==> src/rtl/uart_mmio.sv <==
// Memory-mapped 8N1 UART: TX/RX FIFOs, sticky error flags, programmable
// baud divisor and a level interrupt, on a 4-word register window.
module uart_mmio #(
  parameter int CLKDIV  = 434,
  parameter int TXDEPTH = 16,
  parameter int RXDEPTH = 16
) (
  input  logic        clk,
  input  logic        reset,
  input  logic        sel,
  input  logic [1:0]  addr,
  input  logic        we,
  input  logic        re,
  input  logic [31:0] wdata,
  output logic [31:0] rdata,
  output logic        tx,
  input  logic        rx,
  output logic        irq
);
  localparam int TXAW = $clog2(TXDEPTH);
  localparam int RXAW = $clog2(RXDEPTH);
  localparam logic [TXAW:0] TX_INC  = {{TXAW{1'b0}}, 1'b1};
  localparam logic [RXAW:0] RX_INC  = {{RXAW{1'b0}}, 1'b1};
  localparam logic [15:0]   DIV_RST = 16'(CLKDIV);

  typedef enum logic [1:0] {TX_IDLE, TX_START, TX_DATA, TX_STOP} tx_st_t;
  typedef enum logic [2:0] {RX_IDLE, RX_START, RX_DATA, RX_STOP, RX_WAIT} rx_st_t;

  logic wr_data, wr_stat, wr_ctrl, wr_div, rd_data;
  assign wr_data = sel & we & (addr == 2'd0);
  assign wr_stat = sel & we & (addr == 2'd1);
  assign wr_ctrl = sel & we & (addr == 2'd2);
  assign wr_div  = sel & we & (addr == 2'd3);
  assign rd_data = sel & re & (addr == 2'd0);

  logic unused_wdata;
  assign unused_wdata = ^wdata[31:16];

  logic [7:0]    tx_mem [TXDEPTH];
  logic [7:0]    rx_mem [RXDEPTH];
  logic [TXAW:0] tx_wp_q, tx_wp_d, tx_rp_q, tx_rp_d;
  logic [RXAW:0] rx_wp_q, rx_wp_d, rx_rp_q, rx_rp_d;
  logic [1:0]    ctrl_q, ctrl_d;
  logic [15:0]   div_q, div_d;
  logic          tx_ovf_q, tx_ovf_d, rx_ovr_q, rx_ovr_d, ferr_q, ferr_d;
  tx_st_t        tx_st_q, tx_st_d;
  logic [15:0]   tx_cnt_q, tx_cnt_d, tx_div_q, tx_div_d;
  logic [2:0]    tx_bit_q, tx_bit_d;
  logic [7:0]    tx_sh_q, tx_sh_d;
  logic          tx_q, tx_d;
  rx_st_t        rx_st_q, rx_st_d;
  logic [15:0]   rx_cnt_q, rx_cnt_d, rx_div_q, rx_div_d;
  logic [2:0]    rx_bit_q, rx_bit_d;
  logic [7:0]    rx_sh_q, rx_sh_d;
  logic          rx_s1_q, rx_s2_q, rx_s3_q;

  logic tx_empty, tx_full, tx_push, tx_pop, tx_busy, tx_bit_end;
  logic rx_valid, rx_full, rx_push, rx_pop, rx_push_req, rx_ferr, rx_hit;
  logic [15:0] rx_tgt;

  assign tx_empty = (tx_wp_q == tx_rp_q);
  assign tx_full  = (tx_wp_q[TXAW] != tx_rp_q[TXAW]) &&
                    (tx_wp_q[TXAW-1:0] == tx_rp_q[TXAW-1:0]);
  assign rx_valid = (rx_wp_q != rx_rp_q);
  assign rx_full  = (rx_wp_q[RXAW] != rx_rp_q[RXAW]) &&
                    (rx_wp_q[RXAW-1:0] == rx_rp_q[RXAW-1:0]);
  assign tx_push  = wr_data & (~tx_full | tx_pop);
  assign rx_pop   = rd_data & rx_valid;
  assign rx_push  = rx_push_req & (~rx_full | rx_pop);

  assign tx_bit_end = (tx_cnt_q == tx_div_q - 16'd1);
  assign rx_tgt     = (rx_st_q == RX_START) ? {1'b0, rx_div_q[15:1]} : rx_div_q;
  assign rx_hit     = (rx_cnt_q == rx_tgt - 16'd1);

  // State register: control state resets, FIFO storage and shifters do not.
  always_ff @(posedge clk or posedge reset) begin
    if (reset) begin
      tx_wp_q <= '0; tx_rp_q <= '0; rx_wp_q <= '0; rx_rp_q <= '0;
      ctrl_q <= '0; div_q <= DIV_RST;
      tx_ovf_q <= 1'b0; rx_ovr_q <= 1'b0; ferr_q <= 1'b0;
      tx_st_q <= TX_IDLE; tx_cnt_q <= '0; tx_div_q <= DIV_RST; tx_bit_q <= '0;
      tx_q <= 1'b1;
      rx_st_q <= RX_IDLE; rx_cnt_q <= '0; rx_div_q <= DIV_RST; rx_bit_q <= '0;
      rx_s1_q <= 1'b1; rx_s2_q <= 1'b1; rx_s3_q <= 1'b1;
    end else begin
      tx_wp_q <= tx_wp_d; tx_rp_q <= tx_rp_d; rx_wp_q <= rx_wp_d; rx_rp_q <= rx_rp_d;
      ctrl_q <= ctrl_d; div_q <= div_d;
      tx_ovf_q <= tx_ovf_d; rx_ovr_q <= rx_ovr_d; ferr_q <= ferr_d;
      tx_st_q <= tx_st_d; tx_cnt_q <= tx_cnt_d; tx_div_q <= tx_div_d; tx_bit_q <= tx_bit_d;
      tx_q <= tx_d;
      rx_st_q <= rx_st_d; rx_cnt_q <= rx_cnt_d; rx_div_q <= rx_div_d; rx_bit_q <= rx_bit_d;
      rx_s1_q <= rx; rx_s2_q <= rx_s1_q; rx_s3_q <= rx_s2_q;
    end
  end

  always_ff @(posedge clk) begin
    tx_sh_q <= tx_sh_d;
    rx_sh_q <= rx_sh_d;
    if (tx_push) tx_mem[tx_wp_q[TXAW-1:0]] <= wdata[7:0];
    if (rx_push) rx_mem[rx_wp_q[RXAW-1:0]] <= rx_sh_q;
  end

  // Next state: registers, FIFO pointers, sticky flags (a set wins over a clear).
  always_comb begin
    ctrl_d   = wr_ctrl ? wdata[1:0] : ctrl_q;
    div_d    = div_q;
    if (wr_div) div_d = (wdata[15:0] < 16'd4) ? 16'd4 : wdata[15:0];
    tx_wp_d  = tx_push ? tx_wp_q + TX_INC : tx_wp_q;
    tx_rp_d  = tx_pop  ? tx_rp_q + TX_INC : tx_rp_q;
    rx_wp_d  = rx_push ? rx_wp_q + RX_INC : rx_wp_q;
    rx_rp_d  = rx_pop  ? rx_rp_q + RX_INC : rx_rp_q;
    tx_ovf_d = (tx_ovf_q & ~(wr_stat & wdata[4])) | (wr_data & ~tx_push);
    rx_ovr_d = (rx_ovr_q & ~(wr_stat & wdata[5])) | (rx_push_req & ~rx_push);
    ferr_d   = (ferr_q   & ~(wr_stat & wdata[6])) | rx_ferr;
  end

  // TX next state; a pop always (re)starts a frame with the current divisor.
  always_comb begin
    tx_st_d  = tx_st_q;
    tx_cnt_d = tx_cnt_q + 16'd1;
    tx_bit_d = tx_bit_q;
    tx_sh_d  = tx_sh_q;
    tx_div_d = tx_div_q;
    if (tx_pop) begin
      tx_st_d  = TX_START;
      tx_cnt_d = '0;
      tx_sh_d  = tx_mem[tx_rp_q[TXAW-1:0]];
      tx_div_d = div_q;
    end else begin
      case (tx_st_q)
        TX_IDLE:  tx_cnt_d = '0;
        TX_START: if (tx_bit_end) begin
                    tx_st_d = TX_DATA; tx_cnt_d = '0; tx_bit_d = '0;
                  end
        TX_DATA:  if (tx_bit_end) begin
                    tx_cnt_d = '0;
                    tx_sh_d  = {1'b0, tx_sh_q[7:1]};
                    if (tx_bit_q == 3'd7) tx_st_d = TX_STOP;
                    else                  tx_bit_d = tx_bit_q + 3'd1;
                  end
        TX_STOP:  if (tx_bit_end) begin
                    tx_st_d = TX_IDLE; tx_cnt_d = '0;
                  end
        default:  tx_st_d = TX_IDLE;
      endcase
    end
  end

  // TX outputs; tx is registered so the line lags the state by one cycle.
  always_comb begin
    tx_pop  = ~tx_empty & ((tx_st_q == TX_IDLE) | ((tx_st_q == TX_STOP) & tx_bit_end));
    tx_busy = (tx_st_q != TX_IDLE);
    case (tx_st_q)
      TX_START: tx_d = 1'b0;
      TX_DATA:  tx_d = tx_sh_q[0];
      default:  tx_d = 1'b1;
    endcase
  end

  // RX next state
  always_comb begin
    rx_st_d  = rx_st_q;
    rx_cnt_d = rx_cnt_q + 16'd1;
    rx_bit_d = rx_bit_q;
    rx_sh_d  = rx_sh_q;
    rx_div_d = rx_div_q;
    case (rx_st_q)
      RX_IDLE: begin
        rx_cnt_d = '0;
        if (rx_s3_q & ~rx_s2_q) begin
          rx_st_d = RX_START; rx_div_d = div_q;
        end
      end
      RX_START: if (rx_hit) begin
                  rx_cnt_d = '0; rx_bit_d = '0;
                  rx_st_d  = rx_s2_q ? RX_IDLE : RX_DATA;
                end
      RX_DATA:  if (rx_hit) begin
                  rx_cnt_d = '0;
                  rx_sh_d  = {rx_s2_q, rx_sh_q[7:1]};
                  if (rx_bit_q == 3'd7) rx_st_d = RX_STOP;
                  else                  rx_bit_d = rx_bit_q + 3'd1;
                end
      RX_STOP:  if (rx_hit) begin
                  rx_cnt_d = '0;
                  rx_st_d  = rx_s2_q ? RX_IDLE : RX_WAIT;
                end
      RX_WAIT: begin
        rx_cnt_d = '0;
        if (rx_s2_q) rx_st_d = RX_IDLE;
      end
      default: rx_st_d = RX_IDLE;
    endcase
  end

  // RX outputs
  always_comb begin
    rx_push_req = (rx_st_q == RX_STOP) & rx_hit &  rx_s2_q;
    rx_ferr     = (rx_st_q == RX_STOP) & rx_hit & ~rx_s2_q;
  end

  always_comb begin
    rdata = '0;
    case (addr)
      2'd0: if (rx_valid) rdata = {23'b0, 1'b1, rx_mem[rx_rp_q[RXAW-1:0]]};
      2'd1: rdata = {24'b0, tx_busy, ferr_q, rx_ovr_q, tx_ovf_q,
                     rx_full, rx_valid, tx_empty, tx_full};
      2'd2: rdata = {30'b0, ctrl_q};
      default: rdata = {16'b0, div_q};
    endcase
  end

  assign tx  = tx_q;
  assign irq = (ctrl_q[0] & rx_valid) | (ctrl_q[1] & tx_empty & ~tx_busy);
endmodule

==> config.mk <==
export PLATFORM = sky130hd
export DESIGN_NAME = uart_mmio
export DESIGN_NICKNAME = d
export VERILOG_FILES = /design/src/rtl/uart_mmio.sv
export SDC_FILE = /design/constraint.sdc
export NUM_CORES = 1
export LEC_CHECK = 0
export CAP_MARGIN = 20
export CORE_MARGIN = 5
export CORE_UTILIZATION = 63
export CTS_BUF_LIST = sky130_fd_sc_hd__clkbuf_8
export CTS_CLUSTER_SIZE = 8
export DETAILED_ROUTE_END_ITERATION = 8
export PLACE_DENSITY_LB_ADDON = 0.3
export SLEW_MARGIN = 10
export SYNTH_ARGS = -nofsm -noshare
export SYNTH_HDL_FRONTEND = slang
export SYNTH_SLANG_ARGS = --single-unit
==> constraint.sdc <==
create_clock -name clk -period 5.8 [get_ports clk]
set_input_delay 0.58 -clock clk [delete_from_list [all_inputs] [get_ports clk]]
set_output_delay 0.58 -clock clk [all_outputs]
set_load 0.02 [all_outputs]
== Word level (Yosys, flattened, before mapping) ==
Memories as Yosys holds them, arrays and structs flattened.
Cells that the tools add are included.

* Eq/ne operators: 34
* Muxes and demuxes: 40
* Reductions and logical operators: 21
* Add/sub/neg operators: 10
* Bitwise operators: 45
* Magnitude comparators: 1

{| class="wikitable"
|+ Operator list
! kind !! number
|-
| case mux 32 bit (3 select lines) || 1
|-
| 2-to-1 mux 16 bit || 5
|-
| case mux 16 bit (2 select lines) || 2
|-
| 2-to-1 mux 3 bit || 13
|-
| adder 16 x 1 -> 16 bit (second input constant) || 2
|-
| equality test 16 bit || 2
|-
| subtractor 16 x 1 -> 16 bit (second input constant) || 2
|-
| bitwise AND 1 bit || 27
|-
| 2-to-1 mux 8 bit || 3
|-
| adder 5 x 1 -> 5 bit (second input constant) || 4
|-
| != test 2 bit (second input constant) || 10
|-
| less-than comparator 16 x 3 -> 1 bit (second input constant) || 1
|-
| case mux 3 bit (5 select lines) || 1
|-
| 2-to-1 mux 2 bit || 6
|-
| != test 3 bit (second input constant) || 4
|-
| case mux 3 bit (2 select lines) || 2
|-
| NOT 1 bit || 11
|-
| AND reduction 5 bit || 2
|-
| nonzero test 2 bit || 5
|-
| equality test 3 bit (second input constant) || 3
|-
| 2-to-1 mux 9 bit || 1
|-
| equality test 2 bit (second input constant) || 4
|-
| equality test 4 bit || 2
|-
| bitwise OR 1 bit || 7
|-
| 19 further kinds || 31
|}

* Output and inout bits: 34
* Bits in writable memories: 256
* Memories kept: 2
* Bits of input ports: 40
* Register bits after elaboration: 136
* Word-level logic and storage cells: 176

{| class="wikitable"
|+ Memories
! name !! depth !! width !! read ports !! clocked after memory_dff !! write ports !! RTL line !! source
|-
| rx_mem || 16 || 8 || 1 || 0 || 1 || 40 || <nowiki>logic [7:0] rx_mem [RXDEPTH];</nowiki>
|-
| tx_mem || 16 || 8 || 1 || 0 || 1 || 39 || <nowiki>logic [7:0] tx_mem [TXDEPTH];</nowiki>
|}

== Depth between registers and ports, before layout ==
Gate-level depths: netlist (run 1).

* Depth after elaboration: 10
* Mapped depth: 16
* Depth with buffers taken out: 12

== Least setup slack after synthesis (run 1) ==
Ideal clock, no wire load.

* Path type: flip-flop to flip-flop
* Start: register rx_st_q[0]
* End: memory rx_mem[0][0] (enable)
* Arrival: 3910 ps
* Stages on the path, launching flop included: 15
* Slack: 1496 ps
* Path through: dfrtp_1 buf_2 nor3b_1 buf_2 buf_2 mux2i_1 ha_1 inv_1 a21oi_1 a21o_1 o311ai_0 and3_1 nor3_1 nand4b_4 nor4_1

* Longest elaborated chain between the ends: 9
* Elaborated cells between the ends (all ways): 10

{| class="wikitable"
|+ Ends and longest elaborated chain
! element !! RTL line !! source
|-
| from (decl) || 51 || <nowiki>rx_st_t rx_st_q, rx_st_d;</nowiki>
|-
| from (signal assigned) || 91 || <nowiki>rx_st_q <= rx_st_d; rx_cnt_q <= rx_cnt_d; rx_div_q <= rx_div_d; rx_bit_q <= rx_bit_d;</nowiki>
|-
| equality test 3 x 1 -> 1 bit || 72 || <nowiki>assign rx_tgt = (rx_st_q == RX_START) ? {1'b0, rx_div_q[15:1]} : rx_div_q;</nowiki>
|-
| 2-to-1 mux 16 bit || 72 ||
|-
| subtractor 16 x 1 -> 16 bit || 73 || <nowiki>assign rx_hit = (rx_cnt_q == rx_tgt - 16'd1);</nowiki>
|-
| equality test 16 bit || 73 ||
|-
| bitwise AND 1 bit * (2 in series) || 198 || <nowiki>rx_push_req = (rx_st_q == RX_STOP) & rx_hit & rx_s2_q;</nowiki>
|-
| bitwise AND 1 bit * || 69 || <nowiki>assign rx_push = rx_push_req & (~rx_full | rx_pop);</nowiki>
|-
| 2-to-1 mux 1 bit * || 100 || <nowiki>if (rx_push) rx_mem[rx_wp_q[RXAW-1:0]] <= rx_sh_q;</nowiki>
|-
| 2-to-1 mux 1 bit (implied by the code) * || 100 ||
|-
| to (decl) || 40 ||
|}

Every way passes the cells marked *; elsewhere a longest branch is shown, timed or not.

== Worst setup path after layout (run 1) ==
* Start: register rx_st_q[2]
* End: memory rx_mem[15][0] (enable)

The elaborated chain is that of the path after synthesis.

==> flow_summary.ini, run 1 <==
[yosys]
syn_inst = 1221
synth_top_flop_cell = edfxtp_1
synthDistinctLibCells = 81
synth_top_area_share_pct = 44.97
ys_top_cells_by_area = edfxtp_1 (45%), dfrtp_1 (14%), mux4_2 (9.9%)
netlist_area_um2 = 18160
ys_seq_area_share_pct = 61.64
synth_area_per_cell_um2 = 14.87
yosys_warnings = 0
synth_common_cells = edfxtp_1 (272), dfrtp_1 (101), mux4_2 (80)
async_flop_share_pct = 30.61
synth_seq_cells = 392
synth.most_common_cell = edfxtp_1
synth_edf_count = 272
synth_top_area_cell = edfxtp_1

[clock_network]
clk_latency_ns = 0.59
cts_tree = built
ctsLongestPathBuffers = 3
numCtsBuffers = 66
cts.sinks = 392
cts_resized = 0
cts_hold_buf = 0
cts-htree-levels = 3
root_buffer = clkbuf_8
clk_pin_slew_ns = 0.06
post-cts-setup-buffer-count = 0

[power_and_ir_drop]
powerDensity_nw_per_um2 = 450.3
max-vdd-ir-drop_mv = 0.2986
report.power.total_mw = 9.064
p_leak_nw = 7.444

[grt]
grt_pass1_wl_mm = 59.42
grt_pass1_vias = 10570
grt_overflow = 0
grt_max_degree = 63
track_usage_pct = 23.22
antenna_found_initial = 3

[placement]
gp_congestion = 0.8699
pre_cts_ws_ns = 0.9261
io_buffers = 41
dp_hpwl_mm = 24.85
dpl_cell_area_um2 = 18950

[detailed_routing]
wl_met3_mm = 2.197
met1_length_mm = 15.91
drc = 0
antenna_left = 0
drt-pass1-iter-count = 6
highest_layer = met5
drtIter0Drc = 869
vias = 10690
post_drt_wl_per_cell_um = 21.82
drt-vias-per-instance = 6.193
drt_wl_total_mm = 37.67
dr_wl_met2_mm = 18.66

[sta]
slew_viol_final = 0
setup_viol_count_final = 0
min_period_ns = 4.890
hold_viol = 0
maxSlewHeadroom_pct = 34.58
worst_slack_ns = 0.9105
max_clock_freq_mhz = 204.5
tightest_slew_ns = 0.9812
skew_ns = 0.03666
hold_slack_ns = 0.3629
min_period_over_period_pct = 84.30
rsz0062_at_grt = false
finalSetupTns_ns = 0

[hold_path]
min_from = rx_s1_q
holdCritPathClass = reg2reg

[critical_path]
setup.worst_path.start = rx_st_q[2]
worstSetupPathType = reg2reg
rr_startpoint = rx_st_q[2]
cp_slowest_cell = or3b_1
crit_path_start_kind = flip-flop
crit_fanout = 27
endpoint_kind = flip-flop
cp.required_ns = 6.00
cp_slowest_stage_delay_ns = 0.85
path_cells = or3b_1, nor2_1, a21oi_1, ha_1, inv_1, a21oi_1, a21o_1, o311ai_0, and3_1, nor3_1, nand4b_4, nor2_1
critPathArrivalTime_ns = 5.09

[layout]
areaGrowthSynthToFinish_pct = 10.84
layout-drive-gt1-share_pct = 22.84
multi_input_area_um2 = 6489
n_fill_cell = 1884
seq_area_um2 = 11200
nets = 1357
stdcell_area_um2 = 20130

[floorplan]
io_pins = 74
initial_core_util_pct = 63.62
core_um2 = 28550
fp.dieH_um = 179.8
rows = 62
dieArea_um2 = 32320
die_x_um = 179.8

[run_status]
status = completed

[run]
drv_cap = 0
-- area by class of cell --
cell class | count | share of cell area, %
clock buffers | 72 | 4.923
repair buffers | 74 | 3.270
multi-input cells | 728 | 32.24
diodes | 2 | 0.02486
inverters | 33 | 0.6278
flip-flops and latches | 392 | 55.63
well taps | 384 | 2.387
clock inverters | 41 | 0.9075
-- per-layer routing --
layer	vias to the layer above	global-route usage, %
met2	385	37.50
met5	-	0
met3	71	3.537
li1	4858	-
met4	2	7.101
met1	5373	33.31
-- critical path, delay by kind of cell, from the launching register on --
| family | cells | cell delay [ns] |
|---|---|---|
| AND/OR/NAND/NOR | 6 | 2.72 |
| adder cells (fa/ha/maj) | 1 | 0.30 |
| AO/OA/AOI/OAI | 4 | 0.75 |
| buffers and inverters | 1 | 0.08 |
| flip-flops | 1 | 0.64 |
-- state kept, by name (all words and copies together) (netlist names), 2 cells and up --
signal	flops
div_q	16
rx_wp_q	5
tx_bit_q	3
tx_mem	128
rx_bit_q	3
rx_sh_q	8
tx_st_q	2
tx_div_q	16
rx_mem	128
tx_wp_q	5
rx_cnt_q	16
tx_cnt_q	16
tx_sh_q	8
rx_rp_q	5
tx_rp_q	5
rx_st_q	3
rx_div_q	16
ctrl_q	2
-- cells by family after synthesis --
logic type | after synthesis | synth area share (%)
compound gates | 122 | 4.960
xor+xnor | 87 | 4.196
fa+ha+maj | 22 | 1.516
buf+inv | 116 | 3.038
flops | 392 | 61.64
mux | 152 | 14.28
other cells | 1 | 0.02065
simple gates | 329 | 10.35
-- power breakdown --
part / switching (mW) / internal (mW) / leakage (nW) / total, mW
logic: 1.58 / 1.51 / 2.82 / 3.08
clock network: 1.05 / 1.14 / 0.677 / 2.19
registers: 0.478 / 3.31 / 3.95 / 3.78
-- cell usage in the layout, fill, tap and decap left out, types with 5 or more instances in the layout --
cell type,n
edfxtp_1,272
dfrtp_1,99
mux4_2,80
clkbuf_8,72
inv_1,54
nand2_1,52
mux2_2,50
nor2_1,47
nor3_1,46
xor2_1,45
xnor2_1,42
clkdlybuf4s50_1,41
nand3_1,39
buf_4,33
and3_1,28
a21oi_1,24
ha_1,22
o21ai_0,21
dfstp_2,19
nor4_1,18
conb_1,16
mux2i_1,15
nand4_1,12
or3_1,10
nor3_2,10
clkinv_1,10
nor2b_1,9
or4_1,8
or2_2,7
mux2_1,7
nor4bb_1,6
a211oi_1,6
and4_1,6
and2_1,5
nand2b_1,5
o211ai_1,5
a211oi_2,5
a211o_1,5
a31oi_1,5
-- metrics by stage --
step,util (%),std cells
detailed placement,66.38,1611
global placement,66.38,1611
global route,70.51,1726
finish,70.51,1726
CTS,70.49,1724
floorplan,-,1236
-- final timing paths --
check	to	slack (ns)	depth (start not counted)
min in group asynchronous	rx_div_q[13]	0.49	2
worst min register to register	rx_s2_q	0.36	0
worst max register to register	rx_mem[15][0]	0.91	12
max in group asynchronous	rx_rp_q[0]	4.00	3
worst min-delay path	rx_s2_q	0.36	0
worst max-delay path	rx_mem[15][0]	0.91	12
Note: power is estimated with default switching activity, not from simulation.
==> inputs of run 2 (changes only) <==
--- a/config.mk
+++ b/config.mk
@@ -7,7 +7,7 @@
 export LEC_CHECK = 0
 export CAP_MARGIN = 20
 export CORE_MARGIN = 5
-export CORE_UTILIZATION = 63
+export CORE_UTILIZATION = 57
 export CTS_BUF_LIST = sky130_fd_sc_hd__clkbuf_8
 export CTS_CLUSTER_SIZE = 8
 export DETAILED_ROUTE_END_ITERATION = 8
==> constraint.sdc (replaced) <==
create_clock -name clk -period 4.2 [get_ports clk]
set_input_delay 0.42 -clock clk [delete_from_list [all_inputs] [get_ports clk]]
set_output_delay 0.42 -clock clk [all_outputs]
set_load 0.02 [all_outputs]
==> flow_summary.ini, run 2 (synthesis results as in run 1) <==
[power_and_ir_drop]
max-vdd-ir-drop_mv = 0.4372
p_leak_nw = 7.518
powerDensity_nw_per_um2 = 611.2

[clock_network]
clk_pin_slew_ns = 0.06
ctsLongestPathBuffers = 3
cts.sinks = 392
root_buffer = clkbuf_8
clk_latency_ns = 0.60
numCtsBuffers = 59
cts-htree-levels = 2
cts_tree = built

[detailed_routing]
post_drt_wl_per_cell_um = 21.86
vias = 10690
drtIter0Drc = 935
antenna_left = 0
drt-vias-per-instance = 6.117
drt_wl_total_mm = 38.22
drc = 0
drt-pass1-iter-count = 5

[placement]
io_buffers = 41
gp_congestion = 0.8970
pre_cts_ws_ns = 0.1601
dp_hpwl_mm = 25.32
dpl_cell_area_um2 = 19160

[layout]
final_common_cell = edfxtp_1
layout-drive-gt1-share_pct = 23.77
stdcell_area_um2 = 20220
fin_util_pct = 64.24
final_cell_mix = edfxtp_1 (272), dfrtp_1 (99), mux4_2 (80), clkbuf_8 (65), inv_1 (60)
nets = 1372
antenna_cells = 0
areaGrowthSynthToFinish_pct = 11.33

[hold_path]
holdCritPathClass = in2reg

[critical_path]
critPathBufInv = 3
cp_slowest_stage_delay_ns = 0.51
crit_fanout = 22
crit_path_start_kind = flip-flop
cp.required_ns = 4.49
cp_top_family = simple AND/OR/NAND/NOR gates
endpoint_kind = flip-flop
cp_slowest_cell = dfrtp_1
worstSetupPathType = reg2reg
path_cells = or3b_1, buf_4, a211oi_4, nand3_1, and4b_1, or3_1, nor3_1, nand4b_4, buf_12, nor3_1, buf_4
critPathArrivalTime_ns = 4.25

[floorplan]
core_um2 = 31470
fp.dieH_um = 188.5
initial_core_util_pct = 57.70
rows = 65
io_pins = 74
dieArea_um2 = 35530
die_x_um = 188.5

[sta]
worst_slack_ns = 0.2391
min_period_over_period_pct = 94.31
max_clock_freq_mhz = 252.5
skew_ns = 0.02064
maxSlewHeadroom_pct = 41.44
setup_viol_count_final = 0
min_period_ns = 3.961
tightest_slew_ns = 0.8784
finalSetupTns_ns = 0
hold_viol = 0
slew_viol_final = 0
rsz0062_at_grt = false

[grt]
grt_pass1_wl_mm = 61.35
grt_overflow = 0
antenna_found_initial = 0
grt_max_degree = 73
track_usage_pct = 21.82
grt_pass1_vias = 10840

[run]
drv_cap = 0

[run_status]
status = completed
-- run 2: area by class of cell --
cell class | count | area (um2)
clock inverter | 32 | 132.6
timing repair buffer | 96 | 848.3
clock buffer | 65 | 894.6
multi-input combinational | 728 | 6516
tap | 402 | 503.0
inverter | 33 | 126.4
fill | 2213 | 11260
sequential | 392 | 11200
-- run 2: stage by stage --
stage          total power [mW]  cells  hold slack, ns
2_1_floorplan             8.506   1236          0.3452
3_3_place_gp              9.532   1650          0.3470
3_5_place_dp              9.654   1650          0.3494
4_1_cts                   12.43   1747          0.1998
5_1_grt                   13.07   1748          0.1985
6_report                  12.36   1748          0.2229
-- run 2: metal layers --
metal / wire length, um / track usage [%]
met2: 18580 / 35.44
met4: 769 / 5.409
met3: 2181 / 3.223
met5: 0 / 0
met1: 16690 / 31.67
-- run 2: path summary, 6_finish.rpt --
path,depth (start not counted),startpoint,slack (ns),endpoint
max,11,rx_st_q[0],0.24,rx_mem[11][2]
min,1,rx,0.22,rx_s1_q
max reg2reg,11,rx_st_q[0],0.24,rx_mem[11][2]
min reg2reg,0,rx_s1_q,0.36,rx_s2_q
max in group asynchronous,3,reset,2.89,tx
min in group asynchronous,2,reset,0.38,div_q[15]
-- run 2: report_power, final --
group          switching [mW]  internal, mW
clock                    1.36          1.40
sequential              0.537          4.57
combinational            2.32          2.17
-- run 2: what timing repair did --
action                                  4_1_cts  5_1_grt
setup buffers                                 0        1
endpoints found under the setup margin        0      120
hold endpoints to repair                      0        0
hold buffers                                  0        0
gates resized for setup                       0        2
==> inputs of run 3 (changes only) <==
--- a/config.mk
+++ b/config.mk
@@ -11,7 +11,7 @@
 export CTS_BUF_LIST = sky130_fd_sc_hd__clkbuf_8
 export CTS_CLUSTER_SIZE = 8
 export DETAILED_ROUTE_END_ITERATION = 8
-export PLACE_DENSITY_LB_ADDON = 0.3
+export PLACE_DENSITY = 0.78
 export SLEW_MARGIN = 10
 export SYNTH_ARGS = -nofsm -noshare
 export SYNTH_HDL_FRONTEND = slang
==> flow_summary.ini, run 3 (synthesis results as in run 1) <==
[run_status]
status = completed

[power_and_ir_drop]
powerDensity_nw_per_um2 = 609.8
p_leak_nw = 7.464
max-vdd-ir-drop_mv = 0.4868

[floorplan]
dieArea_um2 = 35530
fp.dieH_um = 188.5
io_pins = 74
core_um2 = 31470
die_x_um = 188.5
rows = 65
initial_core_util_pct = 57.70

[grt]
grt_pass1_wl_mm = 59.08
antenna_found_initial = 0
grt_overflow = 0
grt_pass1_vias = 10480
grt_max_degree = 87
track_usage_pct = 21.07

[sta]
finalSetupTns_ns = 0
hold_viol = 0
min_period_over_period_pct = 95.74
tightest_slew_ns = 0.8935
rsz0062_at_grt = false
skew_ns = 0.02304
setup_viol_count_final = 0
max_clock_freq_mhz = 248.7
slew_viol_final = 0
worst_slack_ns = 0.1791
maxSlewHeadroom_pct = 39.88
min_period_ns = 4.021

[critical_path]
cp_slowest_cell = dfrtp_1
path_cells = buf_12, xor2_1, nor4_1, and2_1, nor2_1, a221oi_1, a21oi_1, clkdlybuf4s50_1
cp_slowest_stage_delay_ns = 0.65
cp.required_ns = 3.78
crit_path_start_kind = flip-flop
worstSetupPathType = reg2out
endpoint_kind = primary output
crit_fanout = 27
critPathArrivalTime_ns = 3.60

[placement]
io_buffers = 41
dpl_cell_area_um2 = 19130
pre_cts_ws_ns = 0.1611
gp_congestion = 0.8739
dp_hpwl_mm = 24.75
place_inst = 1645

[detailed_routing]
antenna_left = 0
drtIter0Drc = 880
drt_wl_total_mm = 37.17
drc = 0
post_drt_wl_per_cell_um = 21.34
drt-pass1-iter-count = 6
vias = 10680
drt-vias-per-instance = 6.130

[clock_network]
cts_tree = built
clk_latency_ns = 0.61
cts.sinks = 392
numCtsBuffers = 59
root_buffer = clkbuf_8
clk_pin_slew_ns = 0.06
cts_resized = 0
cts_hold_buf = 0
ctsLongestPathBuffers = 3
cts-htree-levels = 2
post-cts-setup-buffer-count = 0

[layout]
fin_util_pct = 64.07
antenna_cells = 0
nets = 1367
n_fill_cell = 2225
layout-drive-gt1-share_pct = 23.21
final_cell_mix = edfxtp_1 (272), dfrtp_1 (98), mux4_2 (80), clkbuf_8 (62), inv_1 (56)
areaGrowthSynthToFinish_pct = 11.03
final_common_cell = edfxtp_1
stdcell_area_um2 = 20160
fin_cells = 1742

[run]
drv_cap = 0

[hold_path]
holdCritPathClass = in2async
[run 3: cell types whose count changed in the layout (fill, tap and decap cells not counted), sizes merged]
cell | before | now
clkinv | 2 | 9
buf | 55 | 50
inv | 62 | 58
clkbuf | 65 | 62
clkinvlp | 1 | 0
[run 3: final cells by class]
type                    count  area [um2]  area share (%)
clock buffers              62       853.3           4.232
clock inverters            34       135.1          0.6701
multi-input cells         728        6518           32.32
flip-flops and latches    392       11200           55.53
inverters                  33       126.4          0.6267
repair buffers             91       830.8           4.120
well taps                 402       503.0           2.494
[run 3: power by group]
| part | total [mW] | switching (mW) | leakage (nW) | internal, mW |
|---|---|---|---|---|
| clock | 2.69 | 1.35 | 0.594 | 1.34 |
| sequential | 5.14 | 0.569 | 3.95 | 4.57 |
| combinational | 4.47 | 2.28 | 2.92 | 2.18 |
[run 3: worst max-delay path: cells and delay by family (launching register included)]
| kind | cells | cell delay, ns |
|---|---|---|
| AO/OA/AOI/OAI | 2 | 0.43 |
| XOR/XNOR | 1 | 0.09 |
| buffers and inverters | 2 | 0.86 |
| flip-flops | 1 | 0.65 |
| AND/OR/NAND/NOR | 3 | 0.95 |
[run 3: final timing paths]
check	start	to	slack (ns)	depth (start not counted)
max in group asynchronous	reset	rx_s1_q	3.14	4
hold reg to reg	rx_s1_q	rx_s2_q	0.35	0
min in group clk	rx	rx_s1_q	0.22	1
hold / removal	reset	rx_div_q[10]	0.12	2
setup / recovery	rx_rp_q[1]	rdata[0]	0.18	8
setup reg to reg	tx_div_q[0]	tx_mem[7][0]	0.27	11
[run 3: stage by stage]
stage / power [mW] / hold WS (ns)
floorplan: 8.506 / 0.3452
global placement: 9.492 / 0.3471
detailed placement: 9.645 / 0.3512
CTS: 12.36 / 0.1754
global route: 13.00 / 0.1277
finish: 12.30 / 0.1187
[run 3: layer usage]
| metal | vias up | GRT usage, % | routed length (um) |
|---|---|---|---|
| met1 | 5439 | 30.46 | 16240 |
| met5 | - | 0 | 0 |
| met4 | 0 | 4.961 | 640 |
| met2 | 329 | 34.33 | 18440 |
| li1 | 4851 | - | - |
| met3 | 60 | 3.316 | 1845 |
